## src/rtl/mux16_arbiter_if.sv

```systemverilog
// Handshake bundle between the two 16-bit producers, the arbiter and the
// single downstream consumer. The arbiter uses the slave modport; the
// environment (producers plus consumer) uses the master modport.
interface mux16_arbiter_if #(
    parameter int WIDTH = 16
);
    logic [WIDTH-1:0] a_data;
    logic             a_valid;
    logic             a_ready;
    logic [WIDTH-1:0] b_data;
    logic             b_valid;
    logic             b_ready;
    logic             sel;
    logic [WIDTH-1:0] out_data;
    logic             out_src;
    logic             out_valid;
    logic             out_ready;

    modport slave (
        input  a_data, a_valid, b_data, b_valid, out_ready,
        output a_ready, b_ready, sel, out_data, out_src, out_valid
    );

    modport master (
        output a_data, a_valid, b_data, b_valid, out_ready,
        input  a_ready, b_ready, sel, out_data, out_src, out_valid
    );
endinterface

```

## src/rtl/mux16_arbiter.sv

```systemverilog
// Two-requester arbiter sharing one 16-bit 2:1 mux. The granted word is
// captured in a single output register with a valid/ready handshake, and
// per-source acceptance counters are kept for debug.
//
// Optional feature: MUX16_ARB_RR_EN
//   defined   -> round-robin tie-break using last_src (A wins the first tie)
//   undefined -> fixed priority, A always wins a tie, no last_src register
//
// state    | meaning
// ---------+---------------------------------------------------------
// ST_EMPTY | output register holds nothing, any granted word loads
// ST_FULL  | output register holds a word, reload only while drained

module mux16 (
    input  logic [15:0] a_i,
    input  logic [15:0] b_i,
    input  logic        sel_i,
    output logic [15:0] out_o
);
    // Plain 2:1 word select, 0 picks A.
    assign out_o = sel_i ? b_i : a_i;
endmodule

module mux16_arbiter #(
    parameter int WIDTH = 16,
    parameter int CNT_W = 8
) (
    input  logic              clk,
    input  logic              rst_n,
    mux16_arbiter_if.slave    bus,
    output logic [CNT_W-1:0]  a_count_o,
    output logic [CNT_W-1:0]  b_count_o
);

    typedef enum logic {
        ST_EMPTY = 1'b0,
        ST_FULL  = 1'b1
    } state_t;

    state_t             state_q;
    logic [WIDTH-1:0]   out_data_q;
    logic               out_src_q;
    logic [CNT_W-1:0]   a_count_q;
    logic [CNT_W-1:0]   b_count_q;

    logic [WIDTH-1:0]   out_data_d;
    logic [CNT_W-1:0]   a_count_d;
    logic [CNT_W-1:0]   b_count_d;

    logic               load_en;
    logic               gnt_vld;
    logic               gnt_b;
    logic               accept;

`ifdef MUX16_ARB_RR_EN
    // Source of the most recent acceptance; resets to B so A takes the first tie.
    logic               last_src_q;

    // Round-robin grant: a tie goes to whichever source did not win last.
    always_comb begin
        gnt_vld = bus.a_valid | bus.b_valid;
        gnt_b   = bus.b_valid & (~bus.a_valid | ~last_src_q);
    end
`else
    // Fixed-priority grant: B is only served while A is idle.
    always_comb begin
        gnt_vld = bus.a_valid | bus.b_valid;
        gnt_b   = bus.b_valid & ~bus.a_valid;
    end
`endif

    // Load window: empty register, or full register being drained this cycle.
    always_comb begin
        load_en = (state_q == ST_EMPTY) | bus.out_ready;
        accept  = load_en & gnt_vld;
    end

    // sel is the grant index; it stays 0 when nothing is granted.
    assign bus.sel     = gnt_b;
    assign bus.a_ready = load_en & gnt_vld & ~gnt_b;
    assign bus.b_ready = load_en & gnt_b;

    mux16 u_mux16 (
        .a_i   (bus.a_data),
        .b_i   (bus.b_data),
        .sel_i (gnt_b),
        .out_o (out_data_d)
    );

    // Wrapping acceptance counters, next values.
    always_comb begin
        a_count_d = a_count_q + CNT_W'(1);
        b_count_d = b_count_q + CNT_W'(1);
    end

    // Output-register FSM: load on acceptance, empty on a drain with no grant,
    // otherwise hold everything stable.
    always_ff @(posedge clk or negedge rst_n) begin
        if (!rst_n) begin
            state_q    <= ST_EMPTY;
            out_data_q <= '0;
            out_src_q  <= 1'b0;
            a_count_q  <= '0;
            b_count_q  <= '0;
`ifdef MUX16_ARB_RR_EN
            last_src_q <= 1'b1;
`endif
        end else begin
            case (state_q)
                ST_EMPTY: begin
                    if (accept) begin
                        state_q    <= ST_FULL;
                        out_data_q <= out_data_d;
                        out_src_q  <= gnt_b;
`ifdef MUX16_ARB_RR_EN
                        last_src_q <= gnt_b;
`endif
                        if (gnt_b) begin
                            b_count_q <= b_count_d;
                        end else begin
                            a_count_q <= a_count_d;
                        end
                    end
                end
                ST_FULL: begin
                    if (accept) begin
                        out_data_q <= out_data_d;
                        out_src_q  <= gnt_b;
`ifdef MUX16_ARB_RR_EN
                        last_src_q <= gnt_b;
`endif
                        if (gnt_b) begin
                            b_count_q <= b_count_d;
                        end else begin
                            a_count_q <= a_count_d;
                        end
                    end else if (bus.out_ready) begin
                        state_q <= ST_EMPTY;
                    end
                end
                default: begin
                    state_q <= ST_EMPTY;
                end
            endcase
        end
    end

    assign bus.out_valid = (state_q == ST_FULL);
    assign bus.out_data  = out_data_q;
    assign bus.out_src   = out_src_q;
    assign a_count_o     = a_count_q;
    assign b_count_o     = b_count_q;

    // Both sources must never be accepted on the same edge.
    assert property (@(posedge clk) disable iff (!rst_n)
        !(bus.a_ready && bus.b_ready));

    // A stalled output word must not change under backpressure.
    assert property (@(posedge clk) disable iff (!rst_n)
        (bus.out_valid && !bus.out_ready) |=>
        (bus.out_valid && $stable(bus.out_data) && $stable(bus.out_src)));

endmodule

```

## src/flat_wrapper.sv

```systemverilog
// flat-port wrapper written by rule: the top's interface ports become plain ports
module mux16_arbiter_flat 
#(
    parameter int WIDTH = 16,
    parameter int CNT_W = 8
)
  (clk, rst_n, a_count_o, b_count_o, bus_a_data, bus_a_valid, bus_b_data, bus_b_valid, bus_out_ready, bus_a_ready, bus_b_ready, bus_sel, bus_out_data, bus_out_src, bus_out_valid);
  mux16_arbiter_if #(.WIDTH(WIDTH)) bus_i ();
  input  logic clk;
  input  logic rst_n;
  output logic [CNT_W-1:0] a_count_o;
  output logic [CNT_W-1:0] b_count_o;
  input wire logic [$bits(bus_i.a_data)-1:0] bus_a_data;
  input wire logic [$bits(bus_i.a_valid)-1:0] bus_a_valid;
  input wire logic [$bits(bus_i.b_data)-1:0] bus_b_data;
  input wire logic [$bits(bus_i.b_valid)-1:0] bus_b_valid;
  input wire logic [$bits(bus_i.out_ready)-1:0] bus_out_ready;
  output wire logic [$bits(bus_i.a_ready)-1:0] bus_a_ready;
  output wire logic [$bits(bus_i.b_ready)-1:0] bus_b_ready;
  output wire logic [$bits(bus_i.sel)-1:0] bus_sel;
  output wire logic [$bits(bus_i.out_data)-1:0] bus_out_data;
  output wire logic [$bits(bus_i.out_src)-1:0] bus_out_src;
  output wire logic [$bits(bus_i.out_valid)-1:0] bus_out_valid;
  assign bus_i.a_data = bus_a_data;
  assign bus_i.a_valid = bus_a_valid;
  assign bus_i.b_data = bus_b_data;
  assign bus_i.b_valid = bus_b_valid;
  assign bus_i.out_ready = bus_out_ready;
  assign bus_a_ready = bus_i.a_ready;
  assign bus_b_ready = bus_i.b_ready;
  assign bus_sel = bus_i.sel;
  assign bus_out_data = bus_i.out_data;
  assign bus_out_src = bus_i.out_src;
  assign bus_out_valid = bus_i.out_valid;
  mux16_arbiter #(.WIDTH(WIDTH), .CNT_W(CNT_W)) u_core (.clk(clk), .rst_n(rst_n), .bus(bus_i), .a_count_o(a_count_o), .b_count_o(b_count_o));
endmodule
```

## config.mk

```make
export PLATFORM = sky130hd
export DESIGN_NAME = mux16_arbiter_flat
export DESIGN_NICKNAME = d
export VERILOG_FILES = /design/src/rtl/mux16_arbiter_if.sv /design/src/rtl/mux16_arbiter.sv /design/src/flat_wrapper.sv
export SDC_FILE = /design/constraint.sdc
export NUM_CORES = 1
export LEC_CHECK = 0
export CAP_MARGIN = 30
export CORE_MARGIN = 2
export CORE_UTILIZATION = 43
export DETAILED_ROUTE_END_ITERATION = 10
export PLACE_DENSITY = 0.85
export SLEW_MARGIN = 20
export SYNTH_ARGS = -nofsm -noshare
export SYNTH_HDL_FRONTEND = slang
export SYNTH_SLANG_ARGS = --single-unit
```

## constraint.sdc

```tcl
create_clock -name clk -period 2.9 [get_ports clk]
set_clock_uncertainty 0.05 [all_clocks]
set_input_delay 0.87 -clock clk [delete_from_list [all_inputs] [get_ports clk]]
set_output_delay 0.87 -clock clk [all_outputs]
set_load 0.03 [all_outputs]
```

==> results.yml <==
logic_synthesis:
  synth_top_family_by_area: "simple AND/OR/NAND/NOR gates"
  muxShareOfSynthArea_pct: 2.09
  netlist_instances: 134
  yosys.area_share.simple_pct: 18.3
  synth_cell_type_count: 26
  synth_compound_area_share_pct: 8.76
  yosysTopAreaCellShare_pct: 56.7
  synth_xor_area_share_pct: 9.17
  yosysWarnings: 0
  syn_area_mm2: 0.00150
  yosys-top-cells-area: "dfrtp_1 (57%), nand2_1 (10%), a22oi_1 (7.0%), xnor2_1 (5.3%), xor2_1 (1.8%)"
  synth-seq-cells: 34
  seq_area_frac_synth_pct: 56.7
  synth_nets: 173
  yosysTopAreaCell: "dfrtp_1"
  synth_fa_ha_area_share_pct: 1.67
  syn_avg_cell_area_um2: 11.2
floorplan:
  placementRows: 21
  core_mm2: 0.00334
  die_y_um: 63.1
  ios: 74
  start_util_pct: 45.0
  dieWidth_um: 63.1
  fp.dieArea_mm2: 0.00398
timing:
  slew_viol_final: 0
  finalHoldViolations: 0
  fmax_mhz: 359
  hold_slack_ps: 433
  worst_pin_slew_ps: 735
  setup_viol: 0
  fin_tns_setup_ps: 0
  rsz0062_at_grt: "false"
  period_needed_ps: 2780
  slew_headroom_pct: 51.0
  fin_crit_sh_pct: 96.0
layout:
  layout.nets: 254
  drive_gt1_share_pct: 11.7
  final_cell_mix: "clkdlybuf4s50_1 (70), nand2_1 (40), dfrtp_1 (34)"
  final_common_cell: "clkdlybuf4s50_1"
  antennaDiodeCount: 0
  fin_cells: 260
  area_growth_pct: 56.0
grt:
  grt_pass1_wl_mm: 6.21
  track_usage_pct: 20.1
  grt_remaining_overflow: 0
  grt_max_degree: 35
  grt_pass1_vias: 1339
  antenna_found_initial: 0
detailed_routing:
  antenna_left: 0
  vias: 1281
  viasPerCell: 4.93
  routed_wl_mm: 3.79
  first_iter_violations: 41
  dr.pass1.iters: 4
  routedWlPerCell_um: 14.6
  drc: 0
cts:
  numCtsBuffers: 5
  ctsResizeCount: 0
  numClockSinks: 34
  cts_max_path_buffers: 2
  worst_skew_pair.late_latency_ps: 320
  clk_pin_slew_worst_paths_ps: 90
  cts_hold_buf: 0
  cts_root_buf: "clkbuf_4"
  cts_setup_buffers: 0
  cts_tree: "yes"
  htreeDepth: 2
setup_path:
  critPathKind: "input pin to primary output"
  path_buf_inv: 2
  worstPathMaxFanout: 4
  critPathMaxStageDelay_ps: 480
  crit_slowest_cell: "clkdlybuf4s50_1"
  critPathTopFamily: "buffers and inverters"
  path_cells: "clkdlybuf4s50_1 > nor2b_2 > and2_4 > buf_4"
  critPathLaunchType: "input pin"
  worstPathRequired_ps: 1980
  arrival_ps: 1860
  endpoint_kind: "primary output"
pwr:
  power.density_mw_per_mm2: 695
  power.leakage_nw: 1.07
  finalPower_mw: 1.63
  irDropWorstVdd_uv: 466
placement:
  globalplace.congestion: 0.772
  place_inst: 254
  place_hpwl_mm: 2.88
  port_buffers: 73
worst_hold_path:
  hp-class: "flip-flop to flip-flop"
flow_run:
  drv_cap: 0
outcome:
  status: "finished clean"
[metal layers]
layer,up-vias,global-route usage (%),wire [um]
li1,617,-,-
met1,602,22.4,1500
met2,60,35.4,1960
met3,2,7.32,300
met4,0,6.67,27
met5,-,0,0
[cell type report]
class	instances	area, um^2
well taps	46	57.6
repair buffers	80	776
fillers	263	997
flip-flops and latches	34	851
clock buffers	6	51.3
multi-input cells	93	601
inverters	1	3.75
[logic make-up after synthesis]
kind of cell / after synthesis
buf+inv: 7
xor+xnor: 14
flops: 34
fa+ha+maj: 2
mux: 3
simple gates: 56
compound gates: 18
[state kept, by name, summed over array words and instances (netlist names)]
| register | count |
|---|---|
| u_core.bus.out_data | 16 |
| u_core.a_count_o | 8 |
| u_core.b_count_o | 8 |
| u_core.bus.out_src | 1 |
| u_core.bus.out_valid | 1 |
[per-stage QoR]
stage          util, %  setup WS, ps  area, um^2
2_1_floorplan        -           416        1500
3_3_place_gp      68.6           128        2290
3_5_place_dp      68.6           119        2290
4_1_cts           70.1           116        2340
5_1_grt           70.1          83.3        2340
6_report          70.1           117        2340
[Yosys cell counts, drive strengths merged]
master / instances
a21o: 1
mux2: 1
inv: 1
mux2i: 2
ha: 2
and4: 3
and3: 3
nand2b: 1
xnor2: 10
dfrtp: 34
a22oi: 14
nor2: 2
nor2b: 1
nand2: 40
buf: 6
nand4: 5
o21ai: 3
and2: 1
xor2: 4
[path summary, 6_finish.rpt]
path | slack, ps | cells past startpoint | endpoint | startpoint
max | 120 | 4 | bus_b_ready | bus_a_valid
max in group asynchronous | 1610 | 2 | u_core.a_count_o[1] | rst_n
max reg2reg | 1410 | 6 | u_core.a_count_o[7] | u_core.bus.out_valid
min | 430 | 1 | u_core.a_count_o[7] | u_core.a_count_o[7]
min in group asynchronous | 890 | 2 | u_core.b_count_o[4] | rst_n
min reg2reg | 430 | 1 | u_core.a_count_o[7] | u_core.a_count_o[7]
[power by group]
part,internal [mW],switching (mW)
Sequential,0.580,0.118
Combinational,0.316,0.362
Clock,0.109,0.140
(Power assumes the default switching activity.)
